File: src/rtl/acq_packer.sv
// acq_packer: multi-channel sample capture with one FIFO per channel and a
// round-robin byte serialiser.
//
// A shared prescaler produces a sample tick every pre+1 cycles. On each tick,
// every enabled channel pushes its sample into its own FIFO. When a FIFO is
// full the sample is dropped and that channel's sticky overflow flag is set.
// The serialiser empties the FIFOs one sample at a time, visiting channels
// round-robin. Each sample goes out as one frame: a header byte {4'hA, ch},
// then ceil(WIDTH/8) data bytes, most significant byte first.
//
// Ports:
//   clk, rst            clock; asynchronous active-high reset
//   ch_data [NCH*WIDTH] channel k samples at [k*WIDTH +: WIDTH]
//   ch_en   [NCH]       per-channel capture enable
//   pre     [PREW]      sample period minus one, in clk cycles
//   clr_ovf             clears all overflow flags (a same-cycle set wins)
//   out_ready           downstream ready
//   out_valid, out_byte frame byte stream; held stable while stalled
//   overflow [NCH]      sticky sample-dropped flags
module acq_packer #(
   parameter int NCH   = 4,
   parameter int WIDTH = 12,
   parameter int DLOG2 = 4,
   parameter int PREW  = 10
) (
   input  logic                 clk,
   input  logic                 rst,
   input  logic [NCH*WIDTH-1:0] ch_data,
   input  logic [NCH-1:0]       ch_en,
   input  logic [PREW-1:0]      pre,
   input  logic                 clr_ovf,
   input  logic                 out_ready,
   output logic                 out_valid,
   output logic [7:0]           out_byte,
   output logic [NCH-1:0]       overflow
);
   localparam int DEPTH = 1 << DLOG2;
   localparam int NB    = (WIDTH + 7) / 8;

   typedef enum logic [1:0] {IDLE, HDR, DATA} state_t;

   // ---------------- prescaler ----------------
   // The >= compare lets a lowered pre take effect at once, even when the
   // counter is already past the new value.
   logic [PREW-1:0] pcnt_q, pcnt_d;
   logic            tick;

   assign tick   = (pcnt_q >= pre);
   assign pcnt_d = tick ? '0 : pcnt_q + 1'b1;

   always_ff @(posedge clk or posedge rst)
      if (rst) pcnt_q <= '0;
      else     pcnt_q <= pcnt_d;

   // ---------------- per-channel FIFOs ----------------
   logic [NCH-1:0]            pop, nonempty, ovf_set;
   logic [NCH-1:0][WIDTH-1:0] head;

   for (genvar k = 0; k < NCH; k++) begin : g_ch
      logic [WIDTH-1:0] mem [DEPTH];
      logic [DLOG2-1:0] wp_q, rp_q;
      logic [DLOG2:0]   cnt_q;
      logic             push, full, accept;

      assign push        = tick & ch_en[k];
      assign full        = (cnt_q == (DLOG2+1)'(DEPTH));
      // A pop in the same cycle frees a slot, so a push into a full FIFO
      // still succeeds.
      assign accept      = push & (~full | pop[k]);
      assign ovf_set[k]  = push & full & ~pop[k];
      assign nonempty[k] = (cnt_q != '0);
      assign head[k]     = mem[rp_q];

      always_ff @(posedge clk or posedge rst)
         if (rst) begin
            wp_q  <= '0;
            rp_q  <= '0;
            cnt_q <= '0;
         end else begin
            if (accept) wp_q <= wp_q + 1'b1;
            if (pop[k]) rp_q <= rp_q + 1'b1;
            case ({accept, pop[k]})
               2'b10:   cnt_q <= cnt_q + 1'b1;
               2'b01:   cnt_q <= cnt_q - 1'b1;
               default: cnt_q <= cnt_q;
            endcase
         end

      always_ff @(posedge clk)
         if (accept) mem[wp_q] <= ch_data[k*WIDTH +: WIDTH];
   end

   // ---------------- overflow flags ----------------
   logic [NCH-1:0] ovf_q, ovf_d;

   assign ovf_d    = (clr_ovf ? '0 : ovf_q) | ovf_set;
   assign overflow = ovf_q;

   always_ff @(posedge clk or posedge rst)
      if (rst) ovf_q <= '0;
      else     ovf_q <= ovf_d;

   // ---------------- round-robin arbiter ----------------
   state_t           state_q, state_d;
   logic [3:0]       ch_q, ch_d, last_q, last_d, sel;
   logic [WIDTH-1:0] samp_q, samp_d, sel_data;
   logic             bcnt_q, bcnt_d, sel_ok;

   // Prefer the lowest non-empty channel above last_q. If there is none,
   // wrap around to the lowest non-empty channel overall.
   always_comb begin : arb
      logic       hi_ok, lo_ok;
      logic [3:0] hi, lo;
      hi_ok = 1'b0; lo_ok = 1'b0; hi = '0; lo = '0;
      for (int j = NCH-1; j >= 0; j--) begin
         if (nonempty[j] && j > int'(last_q)) begin hi_ok = 1'b1; hi = 4'(j); end
         if (nonempty[j])                     begin lo_ok = 1'b1; lo = 4'(j); end
      end
      sel_ok   = hi_ok | lo_ok;
      sel      = hi_ok ? hi : lo;
      sel_data = '0;
      pop      = '0;
      for (int j = 0; j < NCH; j++) begin
         if (sel == 4'(j)) sel_data = head[j];
         pop[j] = (state_q == IDLE) && sel_ok && (sel == 4'(j));
      end
   end

   // ---------------- serialiser FSM ----------------
   always_ff @(posedge clk or posedge rst)
      if (rst) begin
         state_q <= IDLE;
         ch_q    <= '0;
         last_q  <= 4'(NCH-1);
         samp_q  <= '0;
         bcnt_q  <= 1'b0;
      end else begin
         state_q <= state_d;
         ch_q    <= ch_d;
         last_q  <= last_d;
         samp_q  <= samp_d;
         bcnt_q  <= bcnt_d;
      end

   always_comb begin
      state_d = state_q;
      ch_d    = ch_q;
      last_d  = last_q;
      samp_d  = samp_q;
      bcnt_d  = bcnt_q;
      case (state_q)
         IDLE: if (sel_ok) begin
            state_d = HDR;
            ch_d    = sel;
            last_d  = sel;
            samp_d  = sel_data;
         end
         HDR: if (out_ready) begin
            state_d = DATA;
            bcnt_d  = 1'(NB-1);
         end
         DATA: if (out_ready) begin
            if (bcnt_q == 1'b0) state_d = IDLE;
            else                bcnt_d  = 1'b0;
         end
         default: state_d = IDLE;
      endcase
   end

   // Outputs come straight from registers, so they hold still while stalled
   // and drop to zero as soon as reset asserts.
   always_comb begin : outs
      logic [8*NB-1:0] ext;
      ext = '0;
      ext[WIDTH-1:0] = samp_q;
      out_valid = (state_q != IDLE);
      out_byte  = 8'h00;
      case (state_q)
         HDR:  out_byte = {4'b1010, ch_q};
         DATA: out_byte = (bcnt_q && NB > 1) ? ext[8*NB-1 -: 8] : ext[7:0];
         default: out_byte = 8'h00;
      endcase
   end

endmodule

File: config.mk
export PLATFORM = sky130hd
export DESIGN_NAME = acq_packer
export DESIGN_NICKNAME = d
export VERILOG_FILES = /design/src/rtl/acq_packer.sv
export SDC_FILE = /design/constraint.sdc
export NUM_CORES = 1
export LEC_CHECK = 0
export ABC_AREA = 1
export CAP_MARGIN = 5
export CORE_MARGIN = 1
export CORE_UTILIZATION = 45
export DETAILED_ROUTE_END_ITERATION = 8
export PLACE_DENSITY = 0.58
export SETUP_SLACK_MARGIN = 0.4
export SYNTH_ARGS = -nofsm -noshare
export SYNTH_HDL_FRONTEND = slang
export SYNTH_SLANG_ARGS = --single-unit
File: constraint.sdc
create_clock -name clk -period 9 [get_ports clk]
set_clock_uncertainty 0.05 [all_clocks]
set_input_delay 1.8 -clock clk [delete_from_list [all_inputs] [get_ports clk]]
set_output_delay 1.8 -clock clk [all_outputs]
set_load 0.02 [all_outputs]
==> metrics, run 1 <==
reg2reg end g_ch[1].mem[3][5]; sequential area share after synthesis 70.9%; IR drop worst, VDD 0.176 mV; Worst Setup Start Kind primary input; share of layout cells above drive strength 1 7.62%; setup violators final 0; cts repair resizes 0; Routed Antenna Nets 0; Vias/cell 5.59; Die ar. 80,100 um2; Worst setup EP type register; final layout net count 3,059; placed inst area 37,200 um2; max cap viols 0; wire per inst 22.4 um; r2r startpoint pcnt_q[5]; Residual DRC 0; final setup TNS 0 ns; First-pass DRT Iterations 6; design area 40,200 um2; Place WS 3.19 ns; Synth cell types 55; hold slack 0.438 ns; final non-filler cell total 4,058; worst relative slew slack 18.8%; Post-CTS Setup Bufs 0; Final period util 56.8%; Cells after Synth 2,901; GRT Util Overall 22.7%; Synth Warn # 0; Post-synth EDFFs 768; Worst Max-Slew Pin Slew 1.21 ns; kind of critical path primary input to register; CP startpoint pre[9]; first-pass GRT wire length 139 mm; Synth async-reset ratio 9.96%; RSZ-0062 raised after global routing false; CTS tree yes; final RePlAce weighted congestion 0.900; detailed-route via count 22.7k; ys flop type edfxtp_1; status completed; achievable frequency 0.196 GHz; die outline height 283 um; Die X 283 um; # diodes 0; Setup WS post-layout 3.89 ns; CP Data Arrival Time 5.32 ns; worst-path maximum fanout 14; clock tree buffer depth 3; CTS root buf clkbuf_16; Mapped Avg Cell Area 12.2 um2; Mapped Nets 3,014; CTS clock-pin slew for the worst setup and hold paths 0.06 ns; CP bufs+invs 2; Hold Crit Class register to register; CP max stage cell nor2_1; worst hold stages 2; I/O Buffers 78; fillers 6,693; vias in the first global route 22.2k; Hold Crit Start last_q[0]; critical path's top delay family simple AND/OR/NAND/NOR gates; Most common cell on crit path nand2_1; CTS Hold Bufs 0; Worst Path Required 9.21 ns; initial antenna violation count 0; GRT overflow 0; H-tree depth 3; Fin. Hold Viols 0; CTS Buf Count 89; routed wire length 91.0 mm; register bit count reported by yosys 853; Top Ports 79; row cnt 102; clk_lat worst skew 0.64 ns; DR iter-0 viols 2,493; Placed Cells 3,895; hold path endpoint last_q[0]; total power 12.8 mW; Starting Density 45.6%; Max Slew Vio Count 0; Util after Layout 51.7%; Final Critical Period 5.11 ns; Syn Std Cell Area 35,500 um2; reg2reg path depth 9; post-DP HPWL 58.3 mm; reg2reg setup slack 5.13 ns; Area Growth Syn to Fin 13.2%; worst-path cell chain clkdlybuf4s50_1, inv_1, ha_1, nand2_1, nor2_1, nand3_1, nand4_1, nand2_1, a21oi_4, nand2_1, nor2_1; core area 77,800 um2; P_leak 14.2 nW; clock sinks 853; PwrDens 319 nW/um2; CP max stage delay 0.87 ns; pin count of the biggest net entering global routing 89
worst reg2reg max path, stage by stage, from the launching register on:
cell     delay, ns
dfrtp_1       0.43
ha_1          0.31
nand2_1       0.09
nor2_1        0.12
nand3_1       0.08
nand4_1       0.55
nand2_1       0.36
a21oi_4       0.38
nand2_1       0.25
nor2_1        0.87
kinds of logic after synthesis:
family          count (synthesis)  synth area share (%)
simple gates                  900                  10.8
mux                            35                  1.02
xor+xnor                       39                 0.961
flops                         853                  70.9
fa+ha+maj                      47                  1.70
compound gates                669                  10.7
buf+inv                       358                  3.87
synth_stat cells, types with 4 or more instances:
master	count	area, um2
edfxtp_1	768	23100
nand2_1	384	1440
o21ai_0	341	1710
nor2_1	319	1200
inv_1	195	732
a21oi_1	152	761
nand3_1	120	601
clkbuf_1	114	428
dfrtp_1	83	2080
o22ai_1	65	407
ha_1	45	563
o221ai_1	39	342
xor2_1	35	307
nand4_1	25	156
mux2i_1	24	240
o211ai_1	22	165
buf_2	18	90.1
buf_1	13	48.8
nor3_1	13	65.1
mux2_2	11	124
nand2_2	11	68.8
inv_2	9	33.8
nand2_4	8	90.1
a211oi_1	7	52.6
a221oi_1	6	52.6
a31oi_1	6	37.5
a32o_1	5	50.1
clkinv_1	5	18.8
a21oi_4	4	65.1
o21ai_1	4	20.0
xnor2_1	4	35.0
cells in the final DEF (no fill, tap or decap), drive strengths merged, types with 23 or more instances in the layout:
master and n:
a21oi 156, buf 23, clkbuf 111, clkdlybuf4s50 78, clkinv 38, dfrtp 83, edfxtp 768, ha 45
inv 209, mux2i 24, nand2 404, nand3 125, nand4 26, nor2 326, o21ai 347, o221ai 39
o22ai 65, xor2 35
layout make-up:
type                    count  area, um2  share of cell area (%)
clock inverters            52        569                    1.42
well taps                1040       1300                    3.24
repair buffers            101        953                    2.37
clock buffers             111       2420                    6.03
multi-input cells        1690       8970                    22.3
flip-flops and latches    853      25200                    62.7
inverters                 211        800                    1.99
power by group:
group          switching (mW)  total (mW)  internal [mW]
clock network            1.52        3.77           2.25
registers               0.257        4.80           4.55
logic                    3.05        4.27           1.22
worst max path at each step:
stage                    endpoint  slack, ns  cells after the start
5_1_grt        g_ch[1].mem[15][2]       3.56                     11
4_1_cts         g_ch[1].mem[2][0]       3.84                     11
3_3_place_gp   g_ch[1].mem[14][1]       3.29                     11
3_5_place_dp   g_ch[1].mem[15][1]       3.19                     11
6_report        g_ch[1].mem[3][5]       3.89                     11
2_1_floorplan  g_ch[0].mem[11][0]       4.73                     10
state kept, by name, indices dropped and copies added, names as in the netlist, 2 cells and up:
signal	flops
overflow	4
last_q	2
g_ch.rp_q	16
pcnt_q	10
state_q	2
samp_q	12
ch_q	2
g_ch.wp_q	16
g_ch.cnt_q	20
g_ch.mem	768
per-layer routing:
layer  routed length, um  global-route usage (%)  share of wire, %
met5                   0                       0                 0
met4                2430                    6.55               2.7
met3                5390                    3.23               5.9
met2               42100                    35.3                46
met1               41100                    33.1                45
No activity file was read; power rests on OpenSTA's default activity.
==> run 2: changes to the inputs <==
==> constraint.sdc (replaced) <==
create_clock -name clk -period 5 [get_ports clk]
set_clock_uncertainty 0.05 [all_clocks]
set_input_delay 1 -clock clk [delete_from_list [all_inputs] [get_ports clk]]
set_output_delay 1 -clock clk [all_outputs]
set_load 0.02 [all_outputs]
==> run 2 against run 1 <==
Compared with the run above: via count up 1.5%; worst setup slack worse by 2.6 ns; critical path depth down 6; flip-flop and latch count unchanged; utilization up 0.85 points; largest cell class unchanged; largest power group unchanged; highest routed layer is now met5.
==> metrics, run 2 (synthesis gave the netlist of run 1 again) <==
status completed; Util after Layout 52.5%; Fin. Hold Viols 0; Final period util 75.0%; clock sinks 853; initial antenna violation count 1; CTS Hold Bufs 0; Worst Max-Slew Pin Slew 1.01 ns; first-pass GRT wire length 137 mm; GRT Util Overall 22.3%; worst hold stages 2; Largest register FFs 768; Residual DRC 0; P_leak 14.7 nW; Top Ports 79; # diodes 0; CTS clock-pin slew for the worst setup and hold paths 0.06 ns; Area Growth Syn to Fin 15.1%; Worst setup EP type primary output; hold slack 0.431 ns; hold path endpoint last_q[0]; final layout net count 3,149; clock tree buffer depth 3; Hold Crit Start last_q[0]; most common cell after layout, fill and taps aside edfxtp_1; Die ar. 80,100 um2; r2r startpoint g_ch[3].cnt_q[0]; PwrDens 557 nW/um2; CTS root buf clkbuf_16; Max Slew Vio Count 0; final RePlAce weighted congestion 0.875; Routed Antenna Nets 0; most frequent cells in the layout edfxtp_1, nand2_1, o21ai_0, nor2_1, inv_1; setup violators final 0; share of layout cells above drive strength 1 10.3%; Worst Setup Start Kind register; core area 77,800 um2; RSZ-0062 raised after global routing false; Post-CTS Setup Bufs 0; clk_lat worst skew 0.64 ns; worst-path cell chain inv_1, ha_1, nand2_1, nor3_1, clkdlybuf4s50_1; vias in the first global route 22.4k; final setup TNS 0 ns; CTS Buf Count 90; die outline height 283 um; DR iter-0 viols 2,156; Setup WS post-layout 1.25 ns; routed wire length 89.8 mm; First-pass DRT Iterations 5; Die X 283 um; IR drop worst, VDD 0.282 mV; critical path's top delay family buffers and inverters; CP bufs+invs 2; I/O Buffers 78; pin count of the biggest net entering global routing 91; detailed-route via count 23.0k; CP max stage cell clkdlybuf4s50_1; reg2reg setup slack 1.55 ns; Worst Path Required 3.95 ns; Vias/cell 5.55; achievable frequency 0.267 GHz; wire per inst 21.7 um; GRT overflow 0; Top Registers g_ch.mem x768, g_ch.cnt_q x20; post-DP HPWL 56.5 mm; CTS tree yes; reg2reg path depth 14; Starting Density 45.6%; H-tree depth 3; Final Critical Period 3.75 ns; Critical Path Stages 5; max cap viols 0; Place WS 0.688 ns; worst relative slew slack 32.9%; CP Data Arrival Time 2.70 ns; worst-path maximum fanout 4; kind of critical path register to primary output; row cnt 102; Hold Crit Class register to register; cts repair resizes 0; reg2reg end g_ch[0].mem[4][7]; CP max stage delay 0.70 ns; Reg with most FFs g_ch.mem
-- run 2: how the worst max path moves through the flow --
| stage | startpoint | to | slack, ns |
|---|---|---|---|
| floorplan | pre[9] | g_ch[0].mem[11][0] | 1.53 |
| global placement | pre[5] | g_ch[1].cnt_q[4] | 0.74 |
| detailed placement | pre[9] | g_ch[1].cnt_q[4] | 0.69 |
| CTS | state_q[1] | out_byte[2] | 1.27 |
| global route | state_q[0] | out_byte[0] | 1.05 |
| finish | state_q[1] | out_byte[2] | 1.25 |
-- run 2: stage by stage --
step | instances | cell area, um2 | power, mW
floorplan | 2901 | 35500 | 13.7
global placement | 3984 | 37900 | 16.2
detailed placement | 3984 | 37900 | 16.3
CTS | 4147 | 40900 | 22.9
global route | 4147 | 40900 | 24.0
finish | 4147 | 40900 | 22.8
-- run 2: layout make-up --
type	instances	area [um2]
Inverter	211	800
Multi-Input combinational cell	1690	8970
Tap cell	1040	1300
Fill cell	6671	37000
Clock inverter	45	352
Timing Repair Buffer	190	1670
Clock buffer	118	2580
Sequential cell	853	25200
-- run 2: where the power goes --
part	leakage [nW]	switching [mW]	total, mW	internal (mW)
combinational	5.36	5.24	7.51	2.27
clock	1.43	2.70	6.58	3.88
sequential	7.92	0.521	8.70	8.18
total	14.7	8.46	22.8	14.3
-- run 2: worst reg2reg max path, delay by kind of cell (launching register included) --
kind / cells / cell delay (ns)
flops: 1 / 0.42
simple gates: 11 / 1.88
buf+inv: 2 / 0.51
compound gates: 1 / 0.30
-- run 2: layer usage --
metal  part of all wire, %  track usage, %
met1                    44            31.4
met2                    48            36.2
met3                   5.7            3.24
met4                   2.3            6.03
met5                 0.014               0
